===== src/rtl/mmio_uart_tx.sv =====
// mmio_uart_tx: memory-mapped UART transmitter with a byte FIFO.
// TXDATA at BASE_ADDR (store pushes a byte), STATUS at BASE_ADDR+4.
// STATUS = {count[3:0], ovf, busy, empty, full}; a store with wdata[3]=1 clears ovf.
// Optional macro MMIO_UART_TX_PARITY_EN adds an even-parity bit (11-bit frame)
// and makes STATUS bit 8 read 1.
module mmio_uart_tx #(
  parameter logic [31:0] BASE_ADDR    = 32'h0000_FF00,
  parameter int unsigned CLKS_PER_BIT = 16,
  parameter int unsigned FIFO_DEPTH   = 8
) (
  input  logic        clk,
  input  logic        reset,
  input  logic        mem_we,
  input  logic        mem_re,
  input  logic [31:0] mem_addr,
  input  logic [31:0] mem_wdata,
  output logic [31:0] mem_rdata,
  output logic        sel,
  output logic        tx,
  output logic        irq_empty
);

  localparam int unsigned PW = $clog2(FIFO_DEPTH);
  localparam int unsigned CW = $clog2(FIFO_DEPTH + 1);
  localparam int unsigned BW = $clog2(CLKS_PER_BIT);
  localparam logic [BW-1:0] BAUD_LAST = BW'(CLKS_PER_BIT - 1);
  localparam logic [CW-1:0] DEPTH_C   = CW'(FIFO_DEPTH);
`ifdef MMIO_UART_TX_PARITY_EN
  localparam logic PAR_FLAG = 1'b1;
`else
  localparam logic PAR_FLAG = 1'b0;
`endif

`ifdef MMIO_UART_TX_PARITY_EN
  typedef enum logic [2:0] {ST_IDLE, ST_START, ST_DATA, ST_PARITY, ST_STOP} state_t;
`else
  typedef enum logic [2:0] {ST_IDLE, ST_START, ST_DATA, ST_STOP} state_t;
`endif

  state_t          state_q, state_d;
  logic [7:0]      fifo_q [FIFO_DEPTH];
  logic [7:0]      fifo_d [FIFO_DEPTH];
  logic [PW-1:0]   wr_ptr_q, wr_ptr_d, rd_ptr_q, rd_ptr_d;
  logic [CW-1:0]   count_q, count_d;
  logic            ovf_q, ovf_d;
  logic [7:0]      shift_q, shift_d;
  logic [2:0]      bit_q, bit_d;
  logic [BW-1:0]   baud_q, baud_d;
  logic            tx_q, tx_d;
  logic            irq_q, irq_d;
`ifdef MMIO_UART_TX_PARITY_EN
  logic            parity_q, parity_d;
`endif

  logic            hit_data, hit_stat;
  logic            full, empty, busy;
  logic            push_req, push, pop, clr;
  logic [4:0]      count_w;
  logic [31:0]     status_w;
  logic            unused_bits;

  assign hit_data = (mem_addr[31:2] == BASE_ADDR[31:2]);
  assign hit_stat = (mem_addr[31:2] == (BASE_ADDR[31:2] + 30'd1));
  assign sel      = hit_data | hit_stat;

  assign full     = (count_q == DEPTH_C);
  assign empty    = (count_q == '0);
  assign busy     = (state_q != ST_IDLE);
  assign count_w  = 5'(count_q);
  assign status_w = {23'b0, PAR_FLAG, count_w[3:0], ovf_q, busy, empty, full};

  assign mem_rdata = (mem_re && hit_stat) ? status_w : '0;
  assign tx        = tx_q;
  assign irq_empty = irq_q;

  assign unused_bits = ^{mem_wdata[31:8], mem_addr[1:0]};

  // Next-state logic: FIFO push/pop, overflow flag, and the frame sequencer.
  always_comb begin
    state_d  = state_q;
    fifo_d   = fifo_q;
    wr_ptr_d = wr_ptr_q;
    rd_ptr_d = rd_ptr_q;
    count_d  = count_q;
    ovf_d    = ovf_q;
    shift_d  = shift_q;
    bit_d    = bit_q;
    baud_d   = baud_q;
    tx_d     = 1'b1;
    irq_d    = 1'b1;
`ifdef MMIO_UART_TX_PARITY_EN
    parity_d = parity_q;
`endif
    pop      = 1'b0;
    push_req = mem_we && hit_data;
    push     = push_req && !full;
    clr      = mem_we && hit_stat && mem_wdata[3];

    // A fresh overflow takes priority over a clear in the same cycle.
    if (push_req && full) begin
      ovf_d = 1'b1;
    end else if (clr) begin
      ovf_d = 1'b0;
    end

    if (push) begin
      fifo_d[wr_ptr_q] = mem_wdata[7:0];
      wr_ptr_d         = wr_ptr_q + PW'(1);
    end

    unique case (state_q)
      ST_IDLE: begin
        if (!empty) begin
          pop      = 1'b1;
          shift_d  = fifo_q[rd_ptr_q];
`ifdef MMIO_UART_TX_PARITY_EN
          parity_d = ^fifo_q[rd_ptr_q];
`endif
          rd_ptr_d = rd_ptr_q + PW'(1);
          bit_d    = '0;
          baud_d   = '0;
          state_d  = ST_START;
        end
      end
      ST_START: begin
        if (baud_q == BAUD_LAST) begin
          baud_d  = '0;
          state_d = ST_DATA;
        end else begin
          baud_d = baud_q + BW'(1);
        end
      end
      ST_DATA: begin
        if (baud_q == BAUD_LAST) begin
          baud_d  = '0;
          shift_d = shift_q >> 1;
          bit_d   = bit_q + 3'd1;
          if (bit_q == 3'd7) begin
`ifdef MMIO_UART_TX_PARITY_EN
            state_d = ST_PARITY;
`else
            state_d = ST_STOP;
`endif
          end
        end else begin
          baud_d = baud_q + BW'(1);
        end
      end
`ifdef MMIO_UART_TX_PARITY_EN
      ST_PARITY: begin
        if (baud_q == BAUD_LAST) begin
          baud_d  = '0;
          state_d = ST_STOP;
        end else begin
          baud_d = baud_q + BW'(1);
        end
      end
`endif
      ST_STOP: begin
        if (baud_q == BAUD_LAST) begin
          baud_d  = '0;
          state_d = ST_IDLE;
        end else begin
          baud_d = baud_q + BW'(1);
        end
      end
      default: state_d = ST_IDLE;
    endcase

    unique case ({push, pop})
      2'b10:   count_d = count_q + CW'(1);
      2'b01:   count_d = count_q - CW'(1);
      default: count_d = count_q;
    endcase

    // tx and irq are registered, so they are derived from the next state.
    unique case (state_d)
      ST_START:  tx_d = 1'b0;
      ST_DATA:   tx_d = shift_d[0];
`ifdef MMIO_UART_TX_PARITY_EN
      ST_PARITY: tx_d = parity_d;
`endif
      default:   tx_d = 1'b1;
    endcase
    irq_d = (count_d == '0) && (state_d == ST_IDLE);
  end

  // State registers with synchronous reset; reset aborts any frame in flight.
  always_ff @(posedge clk) begin
    if (reset) begin
      state_q  <= ST_IDLE;
      for (int unsigned i = 0; i < FIFO_DEPTH; i++) fifo_q[i] <= '0;
      wr_ptr_q <= '0;
      rd_ptr_q <= '0;
      count_q  <= '0;
      ovf_q    <= 1'b0;
      shift_q  <= '0;
      bit_q    <= '0;
      baud_q   <= '0;
      tx_q     <= 1'b1;
      irq_q    <= 1'b1;
`ifdef MMIO_UART_TX_PARITY_EN
      parity_q <= 1'b0;
`endif
    end else begin
      state_q  <= state_d;
      fifo_q   <= fifo_d;
      wr_ptr_q <= wr_ptr_d;
      rd_ptr_q <= rd_ptr_d;
      count_q  <= count_d;
      ovf_q    <= ovf_d;
      shift_q  <= shift_d;
      bit_q    <= bit_d;
      baud_q   <= baud_d;
      tx_q     <= tx_d;
      irq_q    <= irq_d;
`ifdef MMIO_UART_TX_PARITY_EN
      parity_q <= parity_d;
`endif
    end
  end

endmodule

===== config.mk =====
export PLATFORM = sky130hd
export DESIGN_NAME = mmio_uart_tx
export DESIGN_NICKNAME = d
export VERILOG_FILES = /design/src/rtl/mmio_uart_tx.sv
export SDC_FILE = /design/constraint.sdc
export NUM_CORES = 1
export LEC_CHECK = 0
export CAP_MARGIN = 20
export CORE_MARGIN = 5
export CORE_UTILIZATION = 45
export CTS_CLUSTER_SIZE = 12
export DETAILED_ROUTE_END_ITERATION = 12
export GPL_TIMING_DRIVEN = 0
export MAX_ROUTING_LAYER = met4
export PLACE_DENSITY = 0.77
export SLEW_MARGIN = 20
export SYNTH_ARGS = -nofsm -noshare
export SYNTH_HDL_FRONTEND = slang
export SYNTH_SLANG_ARGS = --single-unit
export TNS_END_PERCENT = 100

===== constraint.sdc =====
create_clock -name clk -period 3.2 [get_ports clk]
set_clock_uncertainty 0.15 [all_clocks]
set_input_delay 0.48 -clock clk [delete_from_list [all_inputs] [get_ports clk]]
set_output_delay 0.48 -clock clk [all_outputs]
set_load 0.005 [all_outputs]

==> run_results.csv, run 1 <==
group,metric,value,unit
run_status,status,"completed",
setup_path,cp_max_fo,5,
place,portBuffers,43,
flow_run,maxCapViolations,0,
routing,wire_per_inst,15.3,um
cts,root_buffer,"clkbuf_8",
synth,synthArstFlopShare,0,%
die,die_h,113,um
place,gp_congestion,0.837,
routing,drc,0,
cts,clockBufferDepth,2,
cells_and_area,area_delta_synth_final,20.3,%
setup_path,required,3.31,ns
sta,finalSetupViolCount,0,
cells_and_area,layout_common_cells,"nor2_1 (105), dfxtp_1 (95), mux2i_1 (74), clkdlybuf4s50_1 (34), buf_4 (30)",
cells_and_area,drive_above_1_share,16.9,%
synth,netlist_top_cells_area,"dfxtp_1 (40%), mux2i_1 (15%), nor2_1 (8.3%)",
cells_and_area,num-fill-cells,916,
global_route,antenna_found_initial,0,
synth,yosysWarnings,0,
setup_path,rrSetupSlack,0.26,ns
synth,yosys.area.top_type_share,39.7,%
synth,synth_cell_types,55,
synth,synth_edf_count,0,
setup_path,r2r_end,"irq_empty",
setup_path,endpoint,"irq_empty",
routing,drt_iter0_drc,176,
sta,whs,0.315,ns
pwr,power-per-cell-area,350,mW/mm2
sta,worst_slew_pin_slew,0.870,ns
synth,synth_seq_cells,95,
sta,final_max_slew_viol_count,0,
synth,syn_area,0.00479,mm2
routing,vias,3647,
setup_path,arrival,3.25,ns
cells_and_area,final_common_cell,"nor2_1",
setup_path,timing.rr.start,"count_q[0]",
synth,netlist_instances,474,
pwr,total_leakage_power,2.20,nW
die,die_area,0.0128,mm2
routing,via_per_inst,5.23,
die,core.rowCount,37,
synth,syn_area_per_cell,10.1,um2
cts,insertion_delay,0.36,ns
die,coreArea,0.0104,mm2
routing,detail-route-antenna-nets,0,
setup_path,critPathLaunch,"mem_addr[22]",
setup_path,worstSetupPathType,"in2reg",
die,io_pins,103,
cts,cts_tree,"done",
cts,cts_hold_buf,0,
cts,htree_levels,3,
global_route,grt_pass1_vias,3533,
setup_path,critPathCaptureType,"register",
global_route,grt_first_pass_wirelength,17200,um
cells_and_area,antenna_cells,0,
synth,synth_largest_area_cell,"dfxtp_1",
cts,numClockSinks,95,
global_route,grt_overflow,0,
place,placedCellCount,677,
cells_and_area,final_cells,697,
sta,fin_crit_sh,98.2,%
routing,drt-total-wl,10700,um
setup_path,rr_worst_depth,13,
cells_and_area,fin_nets,633,
cts,cts_buffers,9,
sta,fmax,318,MHz
place,dp_hpwl,7860,um
die,die_w,113,um
sta,hold_viol,0,
sta,setup-tns-final,0,ns
setup_path,worstSetupStartpointType,"input pin",
global_route,grt_max_degree,16,
cts,clk_pin_slew,0.09,ns
synth,ys_seq_area_share,39.7,%
sta,final.min_clock_period,3.14,ns
pwr,ir_drop,0.300,mV
cells_and_area,post-route-util,55.6,%
synth,ys_dominant_reg_cell,"dfxtp_1",
worst_hold_path,hold_path.class,"reg2reg",
die,initial_core_util,46.2,%
sta,rsz0062_at_grt,"yes",
global_route,grt_usage,17.1,%
routing,first_pass_iters,5,
sta,slew-limit-headroom,41.5,%
area by class of cell:
| type | instances | area [um2] | share of cell area (%) |
|---|---|---|---|
| clock buffers | 11 | 131 | 2.28 |
| well taps | 136 | 170 | 2.95 |
| inverters | 3 | 11.3 | 0.195 |
| multi-input cells | 344 | 2700 | 46.8 |
| plain buffers | 55 | 319 | 5.54 |
| clock inverters | 4 | 32.5 | 0.564 |
| repair buffers | 49 | 498 | 8.64 |
| flip-flops and latches | 95 | 1900 | 33.0 |
routing by layer:
layer  vias up  track usage [%]  share of wire, %
met2        93             28.9                51
met5         -                -                 0
met3        10             3.85               6.2
met4         0             4.17               1.1
met1      1753             20.7                42
li1       1791                -                 -
worst max-delay path, cell delays in order:
cell             delay (ns)
clkdlybuf4s50_1        0.45
nor4_4                 0.36
nand4_1                0.22
or3_4                  0.45
ha_4                   0.19
xor2_1                 0.15
ha_1                   0.20
a21oi_2                0.13
xor2_1                 0.17
nor2_1                 0.08
xnor2_1                0.14
a41o_1                 0.25
Yosys cell counts (8+ instances only):
master and number:
dfxtp_1 95, mux4_2 16, a21oi_1 10, nor4_4 10, buf_4 24, nand2_1 13, buf_1 9, nand3_1 9
nor2_1 106, ha_1 8, mux2i_1 74, clkbuf_1 17
power by group:
group	switching, W	total (W)	internal, W
clock network	0.000418	0.000702	0.000285
registers	0.000000138	0.00118	0.00118
logic	0.0000678	0.000132	0.0000647
worst min path at each step:
stage | from | to | slack (ns) | cells past startpoint
finish | bit_q[1] | bit_q[1] | 0.32 | 2
global route | bit_q[1] | bit_q[1] | 0.35 | 2
CTS | bit_q[1] | bit_q[1] | 0.32 | 2
detailed placement | bit_q[1] | bit_q[1] | 0.31 | 2
global placement | bit_q[2] | bit_q[2] | 0.29 | 2
floorplan | bit_q[1] | bit_q[1] | 0.29 | 2
sequential cells by signal (all words and copies together), names as in the netlist, 3 cells and up:
register	cells
baud_q	4
bit_q	3
count_q	4
fifo_q	64
rd_ptr_q	3
shift_q	8
state_q	3
wr_ptr_q	3
timing repair:
action,CTS,global route
gates cloned,0,0
endpoints found under the hold margin,0,0
setup buffers,1,5
setup endpoints to repair,11,11
pin swaps,1,10
gates resized for setup,9,12
kinds of logic (layout without fill, tap and decap cells):
kind of cell	after synthesis	count (layout)	share of synthesized area, %
XOR/XNOR	10	10	1.83
AND/OR/NAND/NOR	180	180	21.9
flip-flops	95	95	39.7
AO/OA/AOI/OAI	30	30	4.36
multiplexers	91	91	23.2
adder cells (fa/ha/maj)	8	8	2.09
buffers and inverters	59	122	6.79
other	1	25	0.0783
metrics by stage:
step / area (um2) / power, W / worst slack (ns)
6_report: 5760 / 0.00202 / 0.0568
5_1_grt: 5760 / 0.00210 / -0.0381
4_1_cts: 5690 / 0.00203 / 0.00635
3_5_place_dp: 5480 / 0.00134 / -0.624
3_3_place_gp: 5480 / 0.00134 / -0.561
2_1_floorplan: 4880 / 0.00128 / 0.0409
No activity file was read; power rests on OpenSTA's default activity.
==> run 2, diff against run 1 <==
--- a/config.mk
+++ b/config.mk
@@ -5,7 +5,7 @@
 export SDC_FILE = /design/constraint.sdc
 export NUM_CORES = 1
 export LEC_CHECK = 0
-export CAP_MARGIN = 20
+export CAP_MARGIN = 10
 export CORE_MARGIN = 5
 export CORE_UTILIZATION = 45
 export CTS_CLUSTER_SIZE = 12
==> results of run 2 <==
Same layout as run 1: the final DEF is identical, and so are final timing and power.
==> run 3, diff against run 2 <==
--- a/config.mk
+++ b/config.mk
@@ -5,6 +5,7 @@
 export SDC_FILE = /design/constraint.sdc
 export NUM_CORES = 1
 export LEC_CHECK = 0
+export ABC_AREA = 1
 export CAP_MARGIN = 10
 export CORE_MARGIN = 5
 export CORE_UTILIZATION = 45
@@ -12,7 +13,7 @@
 export DETAILED_ROUTE_END_ITERATION = 12
 export GPL_TIMING_DRIVEN = 0
 export MAX_ROUTING_LAYER = met4
-export PLACE_DENSITY = 0.77
+export PLACE_DENSITY = 0.76
 export SLEW_MARGIN = 20
 export SYNTH_ARGS = -nofsm -noshare
 export SYNTH_HDL_FRONTEND = slang
==> run 3 against run 2 <==
  * First-iteration DRC count rose to 3.0 times the previous value
  * Combinational power rose to 9.5 times the previous value
  * Sequential share of layout area fell by 2.1 points
  * Critical path depth fell by 4
  * Maximum frequency rose by 4.3%
  * Worst hold slack improved by 0.0022 ns
  * Largest power group unchanged
  * Synthesized area rose by 7.0%
  * Total power rose by 82%
  * Non-clock buffer count rose by 11
  * Register-to-register slack improved by 0.22 ns
  * Highest routed layer unchanged
==> run_results.csv, run 3 <==
group,metric,value,unit
synth,synth_adder_area_share,1.95,%
synth,ys_dominant_reg_cell,"dfxtp_1",
die,coreArea,0.0113,mm2
cells_and_area,layout_common_cells,"nand2_1 (132), dfxtp_1 (95), a21oi_1 (88), nor2_1 (82), nand4_1 (65)",
synth,synth_top_family_by_area,"simple AND/OR/NAND/NOR gates",
sta,slew-limit-headroom,44.5,%
synth,yosysMostFrequentCell,"nand2_1",
cells_and_area,top_register,"fifo_q",
sta,hold_viol,0,
synth,synth_edf_count,0,
pwr,power_frac_seq,36.6,%
cells_and_area,multi_input_area,0.00272,mm2
synth,syn_area,0.00513,mm2
synth,synth_xor_xnor_area_share,1.03,%
cts,cts_tree,"done",
pwr,net-switching-power,0.00140,W
synth,syn_area_per_cell,7.08,um2
place,gp_congestion,0.911,
place,placedCellCount,933,
synth,ys_top_cells_by_count,"nand2_1 (133), dfxtp_1 (95), a21oi_1 (89)",
setup_path,arrival,2.38,ns
routing,drc,0,
global_route,grt_usage,23.1,%
synth,netlist_top_cells_area,"dfxtp_1 (37%), nand2_1 (9.7%), a21oi_1 (8.7%)",
setup_path,worstSetupStartpointType,"input pin",
die,die_h,117,um
pwr,total_leakage_power,2.32,nW
cts,root_buffer,"clkbuf_16",
worst_hold_path,hold_path.class,"reg2reg",
sta,final.min_clock_period,3.01,ns
setup_path,timing.rr.start,"count_q[1]",
setup_path,crit_buf_inv,3,
cells_and_area,drive_above_1_share,11.4,%
synth,synth-simple-area-share,31.7,%
place,dp_hpwl,10700,um
place,place_ws,-0.423,ns
routing,first_pass_iters,5,
synth,ys_seq_area_share,37.1,%
cells_and_area,antenna_cells,0,
place,portBuffers,42,
routing,vias,5161,
pwr,ir_drop,0.448,mV
pwr,clkPwrFrac,29.1,%
worst_hold_path,whs_path_depth,2,
global_route,grt_max_degree,19,
cts,insertion_delay,0.35,ns
cells_and_area,fin_nets,880,
cells_and_area,num-fill-cells,1118,
cells_and_area,final_common_cell,"nand2_1",
pwr,pwr-share-comb,34.3,%
cells_and_area,largest_reg_flops,64,
setup_path,cp_top_family,"buffers and inverters",
cts,numClockSinks,95,
die,core.rowCount,39,
global_route,grt_pass1_vias,4853,
synth,yosys.area.top_type_share,37.1,%
setup_path,critPathLaunch,"mem_addr[23]",
synth,synth_seq_cells,95,
cts,clk_pin_slew,0.07,ns
worst_hold_path,hp-start,"fifo_q[51]",
setup_path,cpPeakStageDelay,0.53,ns
global_route,grt_overflow,0,
sta,finalSetupViolCount,0,
synth,synth_mux_area_share,0,%
cells_and_area,reg_top3,"fifo_q (64), shift_q (8)",
run_status,status,"completed",
cells_and_area,post-route-util,54.6,%
setup_path,required,2.57,ns
pwr,sw_frac_of_total,38.3,%
global_route,grt_first_pass_wirelength,23900,um
routing,wire_per_inst,15.5,um
sta,fmax,332,MHz
routing,detail-route-antenna-nets,0,
pwr,intPower,0.00226,W
cells_and_area,area_delta_synth_final,20.1,%
die,io_pins,103,
setup_path,cp_max_fo,5,
flow_run,maxCapViolations,0,
routing,drt-total-wl,14700,um
die,die_area,0.0136,mm2
sta,whs,0.317,ns
routing,via_per_inst,5.42,
setup_path,crit_path_top_delay_cell,"clkdlybuf4s50_1",
synth,netlist_instances,724,
setup_path,worstSetupPathType,"in2out",
die,die_w,117,um
cts,clockBufferDepth,2,
sta,final_max_slew_viol_count,0,
pwr,power-per-cell-area,595,mW/mm2
setup_path,critPathCaptureType,"primary output",
sta,fin_crit_sh,94.2,%
synth,synth_largest_area_cell,"dfxtp_1",
synth,synth_cell_types,35,
synth,yosysWarnings,0,
global_route,antenna_found_initial,0,
setup_path,rr_worst_depth,17,
cts,cts_hold_buf,0,
synth,synth_compound_area_share,16.1,%
sta,worst_slew_pin_slew,0.829,ns
setup_path,cp_cell_sequence,"clkdlybuf4s50_1 > nor2_1 > nand3_1 > nor2_4 > nand4_1 > buf_4 > nor2_1 > clkdlybuf4s50_1",
setup_path,cp.depth,8,
sta,setup_ws,0.185,ns
cells_and_area,final_cells,952,
cts,htree_levels,3,
routing,drt_iter0_drc,528,
cts,cts_buffers,9,
cells_and_area,regArea,0.00190,mm2
die,initial_core_util,45.5,%
synth,synthArstFlopShare,0,%
run 3: cell types whose count changed after synthesis, sizes merged, moves of 21 or more:
cell,before,now
mux2i,74,0
nand4,4,73
inv,3,58
nor2,107,86
a21oi,10,89
o21ai,3,42
nand2,13,138
run 3: power by group through the flow:
stage                     Combinational (W)  Sequential, W  Clock [W]
after floorplan                    0.000889        0.00135          0
final                               0.00126        0.00134    0.00107
after global routing                0.00141        0.00135    0.00114
after global placement              0.00120        0.00136          0
after detailed placement            0.00122        0.00136          0
after CTS                           0.00123        0.00134    0.00108
run 3: worst paths after layout:
check,to,slack (ns)
worst max-delay path,mem_rdata[1],0.19
worst max register to register,irq_empty,0.48
worst min-delay path,fifo_q[51],0.32
worst min register to register,fifo_q[51],0.32
run 3: timing repair:
action / 4_1_cts / 5_1_grt
pin swaps: 0 / 2
endpoints found under the setup margin: 1 / 7
setup buffers: 0 / 3
gates resized for setup: 2 / 4
run 3: logic make-up (layout without fill, tap and decap cells):
| group | count (synthesis) | in the layout |
|---|---|---|
| AND/OR/NAND/NOR | 332 | 332 |
| AO/OA/AOI/OAI | 153 | 153 |
| buffers and inverters | 129 | 190 |
| flip-flops | 95 | 95 |
| adder cells (fa/ha/maj) | 8 | 8 |
| XOR/XNOR | 6 | 6 |
| other | 1 | 25 |
run 3: final cells by class:
| cell class | instances | area share, % |
|---|---|---|
| clock inverters | 6 | 0.996 |
| multi-input cells | 524 | 44.1 |
| clock buffers | 10 | 3.88 |
| plain buffers | 70 | 6.40 |
| flip-flops and latches | 95 | 30.9 |
| well taps | 143 | 2.91 |
| repair buffers | 45 | 7.19 |
| inverters | 59 | 3.60 |
run 3: per-stage QoR:
stage | power [W] | TNS, ns | instance area, um2
floorplan | 0.00224 | 0 | 5220
global placement | 0.00257 | -0.829 | 5820
detailed placement | 0.00259 | -0.997 | 5820
CTS | 0.00365 | 0 | 6120
global route | 0.00390 | -0.0125 | 6160
finish | 0.00366 | 0 | 6160
run 3: tightest hold or removal path: stages, from the launching register on:
cell     delay, ns
dfxtp_1       0.31
nand2_1       0.06
a21oi_1       0.05
run 3: per-layer routing:
metal | wire length [um] | global-route usage [%]
met1 | 6170 | 28.0
met2 | 6940 | 37.0
met3 | 1180 | 5.44
met4 | 446 | 9.56
met5 | 0 | -
